--- src/rtl/a2d_pkg.sv ---
// Shared types and helpers for the ADC128S scanning interface.
package a2d_pkg;

   localparam int unsigned CH_W  = 3;
   localparam int unsigned CMD_W = 16;

   // Transaction phases of the SPI engine.
   typedef enum logic [2:0] {
      IDLE  = 3'd0,
      FRONT = 3'd1,
      SHIFT = 3'd2,
      BACK  = 3'd3,
      GAP   = 3'd4
   } a2d_state_e;

   // ADC128S control word: channel address sits in bits [13:11].
   function automatic logic [CMD_W-1:0] mk_cmd(input logic [CH_W-1:0] ch);
      return {2'b00, ch, 11'h000};
   endfunction

endpackage

--- src/rtl/a2d_spi_xfer.sv ---
// Single 16-bit SPI transaction engine for the ADC128S (SCLK idles high).
// One transaction is 17*SCLK_DIV clocks: a half-bit FRONT, 16 bits,
// then SS_n high for a half-bit GAP. The high half of the last bit is the
// BACK phase, so BACK does not add time on top of the 16 bits.
module a2d_spi_xfer
   import a2d_pkg::*;
#(
   parameter int unsigned SCLK_DIV = 32
) (
   input  logic             clk,
   input  logic             rst,
   input  logic             go,
   input  logic [CMD_W-1:0] tx,
   output logic [CMD_W-1:0] rx,
   output logic             xfer_done,
   output logic             SS_n,
   output logic             SCLK,
   output logic             MOSI,
   input  logic             MISO
);

   localparam int unsigned HALF = SCLK_DIV / 2;
   localparam int unsigned CW   = $clog2(SCLK_DIV);
   localparam logic [CW-1:0] HALF_M1 = CW'(HALF - 1);
   localparam logic [CW-1:0] FULL_M1 = CW'(SCLK_DIV - 1);

   a2d_state_e       state;
   logic [CW-1:0]    cnt;
   logic [3:0]       bit_idx;
   logic [CMD_W-1:0] sh;

   // Last GAP cycle: a pending go chains straight into the next FRONT.
   assign xfer_done = (state == GAP) && (cnt == HALF_M1);

   // Phase sequencer; SCLK/SS_n/MOSI are registered so they never glitch.
   always_ff @(posedge clk or posedge rst) begin
      if (rst) begin
         state   <= IDLE;
         cnt     <= '0;
         bit_idx <= '0;
         sh      <= '0;
         rx      <= '0;
         SS_n    <= 1'b1;
         SCLK    <= 1'b1;
         MOSI    <= 1'b0;
      end else begin
         case (state)
            IDLE: begin
               if (go) begin
                  state <= FRONT;
                  cnt   <= '0;
                  sh    <= tx;
                  SS_n  <= 1'b0;
                  SCLK  <= 1'b1;
               end
            end
            FRONT: begin
               if (cnt == HALF_M1) begin
                  state   <= SHIFT;
                  cnt     <= '0;
                  bit_idx <= '0;
                  SCLK    <= 1'b0;
                  MOSI    <= sh[CMD_W-1];
                  sh      <= {sh[CMD_W-2:0], 1'b0};
               end else begin
                  cnt <= cnt + 1'b1;
               end
            end
            SHIFT: begin
               if (cnt == HALF_M1) begin
                  SCLK <= 1'b1;
                  rx   <= {rx[CMD_W-2:0], MISO};
                  if (bit_idx == 4'd15) begin
                     state <= BACK;
                     cnt   <= '0;
                  end else begin
                     cnt <= cnt + 1'b1;
                  end
               end else if (cnt == FULL_M1) begin
                  cnt     <= '0;
                  bit_idx <= bit_idx + 1'b1;
                  SCLK    <= 1'b0;
                  MOSI    <= sh[CMD_W-1];
                  sh      <= {sh[CMD_W-2:0], 1'b0};
               end else begin
                  cnt <= cnt + 1'b1;
               end
            end
            BACK: begin
               if (cnt == HALF_M1) begin
                  state <= GAP;
                  cnt   <= '0;
                  SS_n  <= 1'b1;
                  MOSI  <= 1'b0;
               end else begin
                  cnt <= cnt + 1'b1;
               end
            end
            GAP: begin
               if (cnt == HALF_M1) begin
                  cnt <= '0;
                  if (go) begin
                     state <= FRONT;
                     sh    <= tx;
                     SS_n  <= 1'b0;
                     SCLK  <= 1'b1;
                  end else begin
                     state <= IDLE;
                  end
               end else begin
                  cnt <= cnt + 1'b1;
               end
            end
            default: state <= IDLE;
         endcase
      end
   end

endmodule

--- src/rtl/a2d_scan_intf.sv ---
// Scanning front end for the ADC128S: pipelines channel commands so a scan
// of NUM_CH slots takes NUM_CH+1 transactions, and optionally averages
// results over 2^AVG_LOG2 scans.
module a2d_scan_intf
   import a2d_pkg::*;
#(
   parameter int unsigned                NUM_CH   = 3,
   parameter logic [NUM_CH*CH_W-1:0]     CH_MAP   = {3'd5, 3'd4, 3'd0},
   parameter int unsigned                SCLK_DIV = 32,
   parameter int unsigned                DATA_W   = 12,
   parameter int unsigned                AVG_LOG2 = 0
) (
   input  logic                       clk,
   input  logic                       rst,
   input  logic                       start,
   input  logic                       cont_en,
   output logic                       busy,
   output logic                       done,
   output logic [NUM_CH*DATA_W-1:0]   res,
   output logic                       res_vld,
   output logic                       SS_n,
   output logic                       SCLK,
   output logic                       MOSI,
   input  logic                       MISO
);

   localparam int unsigned AW     = DATA_W + AVG_LOG2;
   localparam int unsigned NSCAN  = 1 << AVG_LOG2;
   localparam logic [3:0]  LAST_T = 4'(NUM_CH);
   localparam logic [3:0]  AVG_M1 = 4'(NSCAN - 1);

   logic             go;
   logic             go_pend;
   logic             xfer_done;
   logic [CMD_W-1:0] tx;
   logic [CMD_W-1:0] rx;
   logic [3:0]       t;
   logic [3:0]       tn;
   logic [CH_W-1:0]  slot;
   logic [3:0]       scan_cnt;
   logic             scan_end;
   logic             more;
   logic             avg_last;
   logic [AW-1:0]    acc    [NUM_CH];
   logic [AW-1:0]    acc_nx [NUM_CH];

   a2d_spi_xfer #(
      .SCLK_DIV(SCLK_DIV)
   ) u_xfer (
      .clk      (clk),
      .rst      (rst),
      .go       (go),
      .tx       (tx),
      .rx       (rx),
      .xfer_done(xfer_done),
      .SS_n     (SS_n),
      .SCLK     (SCLK),
      .MOSI     (MOSI),
      .MISO     (MISO)
   );

   generate
      if (DATA_W < CMD_W) begin : g_rx_hi
         logic unused_rx_hi;
         assign unused_rx_hi = ^rx[CMD_W-1:DATA_W];
      end
   endgenerate

   // Next-transaction selection, command word and accumulator next-values.
   // The command sent during transaction t names slot t (last slot repeated
   // on the final one), while the response carries slot t-1's sample.
   always_comb begin
      tn       = go_pend ? 4'd0 : ((t == LAST_T) ? 4'd0 : t + 4'd1);
      slot     = (tn >= LAST_T) ? CH_W'(NUM_CH - 1) : tn[CH_W-1:0];
      tx       = mk_cmd(CH_MAP[CH_W*slot +: CH_W]);
      scan_end = xfer_done && (t == LAST_T);
      more     = (t != LAST_T) || cont_en;
      go       = go_pend || (xfer_done && more);
      avg_last = (scan_cnt == AVG_M1);
      for (int unsigned k = 0; k < NUM_CH; k++) begin
         acc_nx[k] = acc[k];
         if (xfer_done && (t == 4'(k + 1)))
            acc_nx[k] = acc[k] + AW'(rx[DATA_W-1:0]);
      end
   end

   // Scan control, accumulation and result publication.
   always_ff @(posedge clk or posedge rst) begin
      if (rst) begin
         busy     <= 1'b0;
         go_pend  <= 1'b0;
         t        <= '0;
         scan_cnt <= '0;
         done     <= 1'b0;
         res      <= '0;
         res_vld  <= 1'b0;
         for (int unsigned k = 0; k < NUM_CH; k++) acc[k] <= '0;
      end else begin
         done    <= 1'b0;
         go_pend <= 1'b0;
         if (!busy) begin
            if (start || cont_en) begin
               busy    <= 1'b1;
               go_pend <= 1'b1;
               t       <= '0;
            end
         end else if (xfer_done) begin
            t <= tn;
            for (int unsigned k = 0; k < NUM_CH; k++) acc[k] <= acc_nx[k];
            if (scan_end) begin
               if (!cont_en) busy <= 1'b0;
               if (avg_last) begin
                  scan_cnt <= '0;
                  done     <= 1'b1;
                  res_vld  <= 1'b1;
                  for (int unsigned k = 0; k < NUM_CH; k++) begin
                     acc[k]                   <= '0;
                     res[k*DATA_W +: DATA_W]  <= DATA_W'(acc_nx[k] >> AVG_LOG2);
                  end
               end else begin
                  scan_cnt <= scan_cnt + 4'd1;
               end
            end
         end
      end
   end

endmodule

--- config.mk ---
export PLATFORM = sky130hd
export DESIGN_NAME = a2d_scan_intf
export DESIGN_NICKNAME = d
export VERILOG_FILES = /design/src/rtl/a2d_pkg.sv /design/src/rtl/a2d_spi_xfer.sv /design/src/rtl/a2d_scan_intf.sv
export SDC_FILE = /design/constraint.sdc
export NUM_CORES = 1
export LEC_CHECK = 0
export CAP_MARGIN = 20
export CORE_MARGIN = 2
export CORE_UTILIZATION = 59
export DETAILED_ROUTE_END_ITERATION = 7
export GPL_TIMING_DRIVEN = 0
export PLACE_DENSITY = 0.77
export RECOVER_POWER = 100
export REMOVE_ABC_BUFFERS = 1
export SLEW_MARGIN = 0
export SYNTH_ARGS = -nofsm -noshare
export SYNTH_HDL_FRONTEND = slang
export SYNTH_SLANG_ARGS = --single-unit
--- constraint.sdc ---
create_clock -name clk -period 5.5 [get_ports clk]
set_input_delay 1.1 -clock clk [delete_from_list [all_inputs] [get_ports clk]]
set_output_delay 1.1 -clock clk [all_outputs]
set_load 0.05 [all_outputs]
==> metrics.txt, run 1 <==
status=finished, violations left; failing checks=capacitance limit, slew limit; Std-Cell Rows=38; measured slew at the worst slew-check pin=1.930 ns; Final Cell Area=7707 µm²; Critical R2R Launch=u_xfer.cnt[0]$_DFFE_PP0P_; DR iter-0 viols=299; most frequent CP cell=ha_1; Residual DRC=0; pin count of the biggest net entering global routing=74; dpl ws=between 1 and 1.5 ns; worst hold slack=0.4695 ns; first-pass GRT wire length=25540 µm; number of vias in the routed layout=5329; clk_lat worst skew=~0.53 ns; Setup WS post-layout=1.089 ns; HP Class=reg -> reg; Clock Pin Slew Worst Setup and Hold Paths=0.06 ns; Core Area=~11000 µm²; post-synthesis area per instance=between 9 and 10 µm²; GPL Wtd Cong=0.8716; max incr delay on CP=0.74 ns; Die H=109.8 µm; Hold Path Origin=res_vld$_DFFE_PP0P_; Inserted Diodes=0; Max IR drop VDD=around 0.16 mV; max_cap viols=2; CTS sink count=116; Starting Density=60.62%; final setup skew=0.008542 ns; Placement Cell Area=7149 µm²; CP arrival=roughly 4.8 ns; CTS tree=yes; vias in the first global route=between 5000 and 6000; share of cells above drive strength 1=7.973%; # Post-CTS Setup Buffers=0; number of cells upsized or downsized after cts=0; critical-path cell list=ha_1 > and3_1 > ha_1 > nor4bb_1 > clkdlybuf4s25_1 > nand3_1 > nor2_1 > nand2_2 > inv_2 > mux2_2; Seq cells post-synth=116; Final ANT Viol Nets=0; Setup Viol. Count Final=0; Die Area=between 10000 and 15000 µm²; cell with the most instances after synthesis=dfrtp_1; DRT Wirelength=around 15000 µm; Final Slew Violations=119; Post-Syn Instances=683; Seq/Total Area, Yosys=44.02%; Clock Tree Buf Depth=2; synth top area cells=dfrtp_1, ha_1, nand2_1; Crit. End Element=register; post-layout util=just over 70%; Crit-path slowest cell=inv_2; total power=about 0.002 W; Area Growth Syn to Fin=16.78%; Top FF cell, synth=dfrtp_1; WL per Instance=17.60 µm; CTS H-Tree Depth=4; maximum clock rate=226.7 MHz; pwr/cell area=265.5 nW/µm²; Leak Pwr=roughly 3.8 nW; required time of the critical path=5.91 ns; Hold Fails Final Rpt=0; CP Launch Point=u_xfer.cnt[0]$_DFFE_PP0P_; Num CTS Buffers=17; synth unique cells=65; hold_buf cts=0; post-synth top area cell=dfrtp_1; CTS Root Cell=clkbuf_8; GR Overflow Total=0; Worst slew margin=-29.38%; largest fanout on the critical path=42; initial antenna violation count=0; die span in x=around 110 µm; EDFF count, synth=0; top cell type's share of synthesized area=43.22%; Nets=between 700 and 800; synth warn=0; I/O Buffers=46; DP HPWL=10450 µm; Tot GR Track Use=between 20% and 30%; asr flop ratio synth=100.0%; critical path class=reg -> reg; Final min period=4.411 ns; Pre-Repair DR Iteration Count=4; synthesized cell area=6600 µm²; I/O Pins=47; top cells by count, synth=dfrtp_1, nand2_1, nor2_1; RSZ-0062 raised after global routing=no; Setup crit start kind=register; post-DR vias/cell=6.056; final period utilization=80.20%
-- path summary, 6_finish.rpt --
check                                       to  slack (ns)  cells past startpoint
setup / recovery           res[34]$_DFFE_PP0P_        1.09                     10
min in group asynchronous  res[29]$_DFFE_PP0P_        1.51                      2
hold / removal             res_vld$_DFFE_PP0P_        0.47                      1
max in group asynchronous  acc[25]$_DFFE_PP0P_        1.51                      3
setup reg to reg           res[34]$_DFFE_PP0P_        1.09                     10
hold reg to reg            res_vld$_DFFE_PP0P_        0.47                      1
-- power by group --
part	internal, W	switching [W]	leakage, nW
combinational	0.0000111	0.0000278	1.94
sequential	0.000857	0.00000477	1.58
clock	0.000760	0.000385	0.303
total	0.00163	0.000418	3.82
-- layer usage --
| layer | vias up | GRT usage (%) | wire (µm) |
|---|---|---|---|
| met5 | - | 0 | 0 |
| met3 | 33 | 5.453 | 780 |
| li1 | 2538 | - | - |
| met4 | 0 | 11.57 | 367 |
| met2 | 154 | 43.69 | 7370 |
| met1 | 2604 | 36.51 | 6973 |
-- per-stage QoR --
| step | setup TNS, ns | std cells |
|---|---|---|
| 5_1_grt | 0 | 880 |
| 3_5_place_dp | 0 | 848 |
| 6_report | 0 | 880 |
| 4_1_cts | 0 | 880 |
| 3_3_place_gp | -25.47 | 844 |
| 2_1_floorplan | 0 | 658 |
-- layout make-up --
cell class                      instances  area, µm²
Inverter                               24      91.34
Fill cell                             837       3181
Clock inverter                          8      120.1
Tap cell                              140      175.2
Timing Repair Buffer                   50      486.7
Sequential cell                       116       2905
Multi-Input combinational cell        518       3428
Clock buffer                           24      500.5
-- critical path: cells and delay by family (launching register included) --
kind	cells	cell delay, ns
adder cells (fa/ha/maj)	2	0.65
flip-flops	1	0.39
multiplexers	1	0.40
AND/OR/NAND/NOR	5	1.60
buffers and inverters	2	1.22
-- logic make-up after synthesis --
kind of cell             Yosys count  synth area share (%)
buffers and inverters             49                 3.507
AND/OR/NAND/NOR                  227                 16.08
adder cells (fa/ha/maj)           47                 9.251
XOR/XNOR                          33                 4.379
multiplexers                      20                 3.336
flip-flops                       116                 44.02
AO/OA/AOI/OAI                    191                 19.43
-- flip-flops by register name, indices dropped and copies added, names as in the netlist --
register and count:
go_pend 1, u_xfer.rx 12, res_vld 1, u_xfer.state 3, acc 36, done 1, u_xfer.sh 5, scan_cnt 4
busy 1, u_xfer.cnt 5, u_xfer.SS_n 1, t 4, res 36, u_xfer.SCLK 1, u_xfer.MOSI 1, u_xfer.bit_idx 4
-- placed cells by master, fill, tap and decap left out, types with 4 or more instances in the layout --
master           n
nand3_1         17
o21a_1           4
ha_1            44
a21oi_1         43
clkbuf_16       16
xnor2_1         19
and3_1           8
o21ai_0         42
a22o_1          31
a211oi_1         6
nand2_1         93
o21bai_1         4
mux2i_1          4
mux2_2          14
dfrtp_1        114
nor2b_1          7
a31oi_1         13
dlygate4sd3_1   44
inv_1           22
nor3_1           9
a21o_1          13
nand2b_1         6
nor2_1          61
nand4_1          5
o211ai_1         4
o31ai_1          8
xor2_1          14
clkbuf_8         7
Power figures use the tool's default switching activity.
==> inputs of run 2 (changes only) <==
- CORE_UTILIZATION: 59 -> 54
- PLACE_DENSITY: 0.77 -> 0.74
- clock period: 5.5 -> 3.9 ns (I/O delays scaled with it)
==> metrics.txt, run 2 (synthesis results as in run 1) <==
Setup Viol. Count Final=0 (unchanged); Placement Cell Area=7153 µm² (was 7149 µm²); GPL Wtd Cong=0.8604 (was 0.8716); RSZ-0062 raised after global routing=no (unchanged); HP Class=reg -> reg (unchanged); Tot GR Track Use=24.27% (was 27.40%); top sig layer=met4 (unchanged); R2R depth=9 (was 10); WL per Instance=16.67 µm (was 17.60 µm); Nets=779 (unchanged); Area Growth Syn to Fin=18.09% (was 16.78%); most common cell after layout, fill and taps aside=dfrtp_1 (unchanged); fin cells=887 (was 880); Final Cell Area=7794 µm² (was 7707 µm²); # Post-CTS Setup Buffers=0 (unchanged); Final Slew Violations=56 (was 119); status=finished, violations left (unchanged); Leak Pwr=3.854 nW (was 3.821 nW); DR WL met2=7358 µm (was 7370 µm); share of cells above drive strength 1=8.378% (was 7.973%); GR Overflow Total=0 (unchanged); hold_buf cts=0 (unchanged); Switching Power=0.0005938 W (was 0.0004176 W); Starting Density=55.18% (was 60.62%); vias in the first global route=5170 (was 5309); maximum clock rate=293.2 MHz (was 226.7 MHz); Setup crit start kind=register (unchanged); measured slew at the worst slew-check pin=2.220 ns (was 1.930 ns); Switching Fraction=19.59% (was 20.41%); Cells after DPL=855 (was 848); worst hold slack=0.4569 ns (was 0.4695 ns); CTS Root Cell=clkbuf_16 (was clkbuf_8); Flop pwr share=40.1% (was 42.1%); Clock Tree Buf Depth=2 (unchanged); Internal=0.002438 W (was 0.001629 W); initial antenna violation count=0 (unchanged); critical-path cell list=ha_1 > and3_1 > ha_1 > nor4bb_1 > buf_2 > and2_4 > nand3_1 > or4_1 > o21ai_0 (was ha_1 > and3_1 > ha_1 > nor4bb_1 > clkdlybuf4s25_1 > nand3_1 > nor2_1 > nand2_2 > inv_2 > mux2_2); Inserted Diodes=0 (unchanged); Critical R2R Launch=u_xfer.cnt[0]$_DFFE_PP0P_ (unchanged); largest fanout on the critical path=17 (was 42); Core Area=11960 µm² (was 10890 µm²); clk_lat worst skew=0.42 ns (was 0.53 ns); required time of the critical path=4.24 ns (was 5.91 ns); Final min period=3.410 ns (was 4.411 ns); met3 wire len=647 µm (was 780 µm); Hold Path Origin=res_vld$_DFFE_PP0P_ (unchanged); Die H=114.6 µm (was 109.8 µm); CTS H-Tree Depth=4 (unchanged); pwr/cell area=389.0 nW/µm² (was 265.5 nW/µm²); Pre-Repair DR Iteration Count=5 (was 4); Std-Cell Rows=40 (was 38); number of vias in the routed layout=5217 (was 5329); Die Area=13120 µm² (was 12050 µm²); post-DR vias/cell=5.882 (was 6.056); I/O Buffers=46 (unchanged); Max IR drop VDD=0.2247 mV (was 0.1556 mV); failing checks=capacitance limit, slew limit (unchanged); Clock Pin Slew Worst Setup and Hold Paths=0.05 ns (was 0.06 ns); max_cap viols=1 (was 2); DRT Wirelength=14780 µm (was 15490 µm); max incr delay on CP=0.66 ns (was 0.74 ns); die span in x=114.6 µm (was 109.8 µm); Final ANT Viol Nets=0 (unchanged); Worst slew margin=-47.99% (was -29.38%); worst r2r dst=acc[11]$_DFFE_PP0P_ (was res[34]$_DFFE_PP0P_); final period utilization=87.44% (was 80.20%); Hold Fails Final Rpt=0 (unchanged); CTS tree=yes (unchanged); R2R Setup Slk=0.49 ns (was 1.09 ns); Num CTS Buffers=17 (unchanged); hold path cells=1 (unchanged); final setup skew=0.01093 ns (was 0.008542 ns); combinational fraction of design power=1.9% (about the same); most frequent cells in the layout=dfrtp_1, nand2_1, nor2_1, ha_1, dlygate4sd3_1 (unchanged); CP arrival=3.75 ns (was 4.82 ns); most frequent CP cell=ha_1 (unchanged); Hold Path End=res_vld$_DFFE_PP0P_ (unchanged); post-layout util=65.16% (was 70.79%); share of total power in the clock network=58.0% (was 56.0%); CTS sink count=116 (unchanged); wl on met1=6440 µm (was 6973 µm); pin count of the biggest net entering global routing=62 (was 74); Crit-path slowest cell=or4_1 (was inv_2); Fin Setup TNS=0 ns (unchanged); critical path class=reg -> reg (unchanged); Crit. End Element=register (unchanged); I/O Pins=47 (unchanged); largest registers=acc: 36 flops, res: 36 flops, u_xfer.rx: 12 flops (unchanged); Residual DRC=0 (unchanged); DP HPWL=10120 µm (was 10450 µm); DR iter-0 viols=376 (was 299); first-pass GRT wire length=25110 µm (was 25540 µm)
## run 2: area by class of cell
cell class                 instances  area [µm²]
fill                             933        4168
inverter                          24       95.09
timing repair buffer              50       501.7
clock inverter                    10       202.7
clock buffer                      22       454.2
multi-input combinational        518        3451
sequential                       116        2905
tap                              147       183.9
## run 2: per-stage QoR
step                total power [W]  setup slack [ns]
floorplan                  0.001274           0.05090
global placement           0.001290            -1.577
detailed placement         0.001296          -0.05774
CTS                        0.003053            0.1256
global route               0.003112            0.1735
finish                     0.003032            0.4898
## run 2: repair_timing
action	CTS	global route
setup endpoints to repair	4	22
hold endpoints to repair	0	0
gates resized for setup	1	2
## run 2: metal layers
layer	up-vias	track usage [%]
li1	2540	-
met1	2515	31.08
met2	137	40.16
met3	25	5.082
met4	0	9.919
met5	-	0
## run 2: worst max-delay path: cells and delay by family (launching register included)
kind	cells	cell delay, ns
adder cells (fa/ha/maj)	2	0.61
AND/OR/NAND/NOR	5	1.99
buffers and inverters	1	0.26
AO/OA/AOI/OAI	1	0.08
flip-flops	1	0.39
## run 2: how the worst max path moves through the flow
stage	start	endpoint	cells after the start
5_1_grt	u_xfer.cnt[0]$_DFFE_PP0P_	acc[11]$_DFFE_PP0P_	9
3_5_place_dp	u_xfer.cnt[0]$_DFFE_PP0P_	res[34]$_DFFE_PP0P_	10
3_3_place_gp	rst	res_vld$_DFFE_PP0P_	2
2_1_floorplan	rst	acc[0]$_DFFE_PP0P_	1
4_1_cts	u_xfer.cnt[0]$_DFFE_PP0P_	res[34]$_DFFE_PP0P_	10
6_report	u_xfer.cnt[0]$_DFFE_PP0P_	acc[11]$_DFFE_PP0P_	9
## run 2: power by group through the flow
stage	logic (W)	registers, W	clock network, W
2_1_floorplan	0.0000394	0.00123	0
3_3_place_gp	0.0000539	0.00124	0
3_5_place_dp	0.0000599	0.00124	0
4_1_cts	0.0000607	0.00122	0.00178
5_1_grt	0.0000673	0.00122	0.00183
6_report	0.0000569	0.00122	0.00176
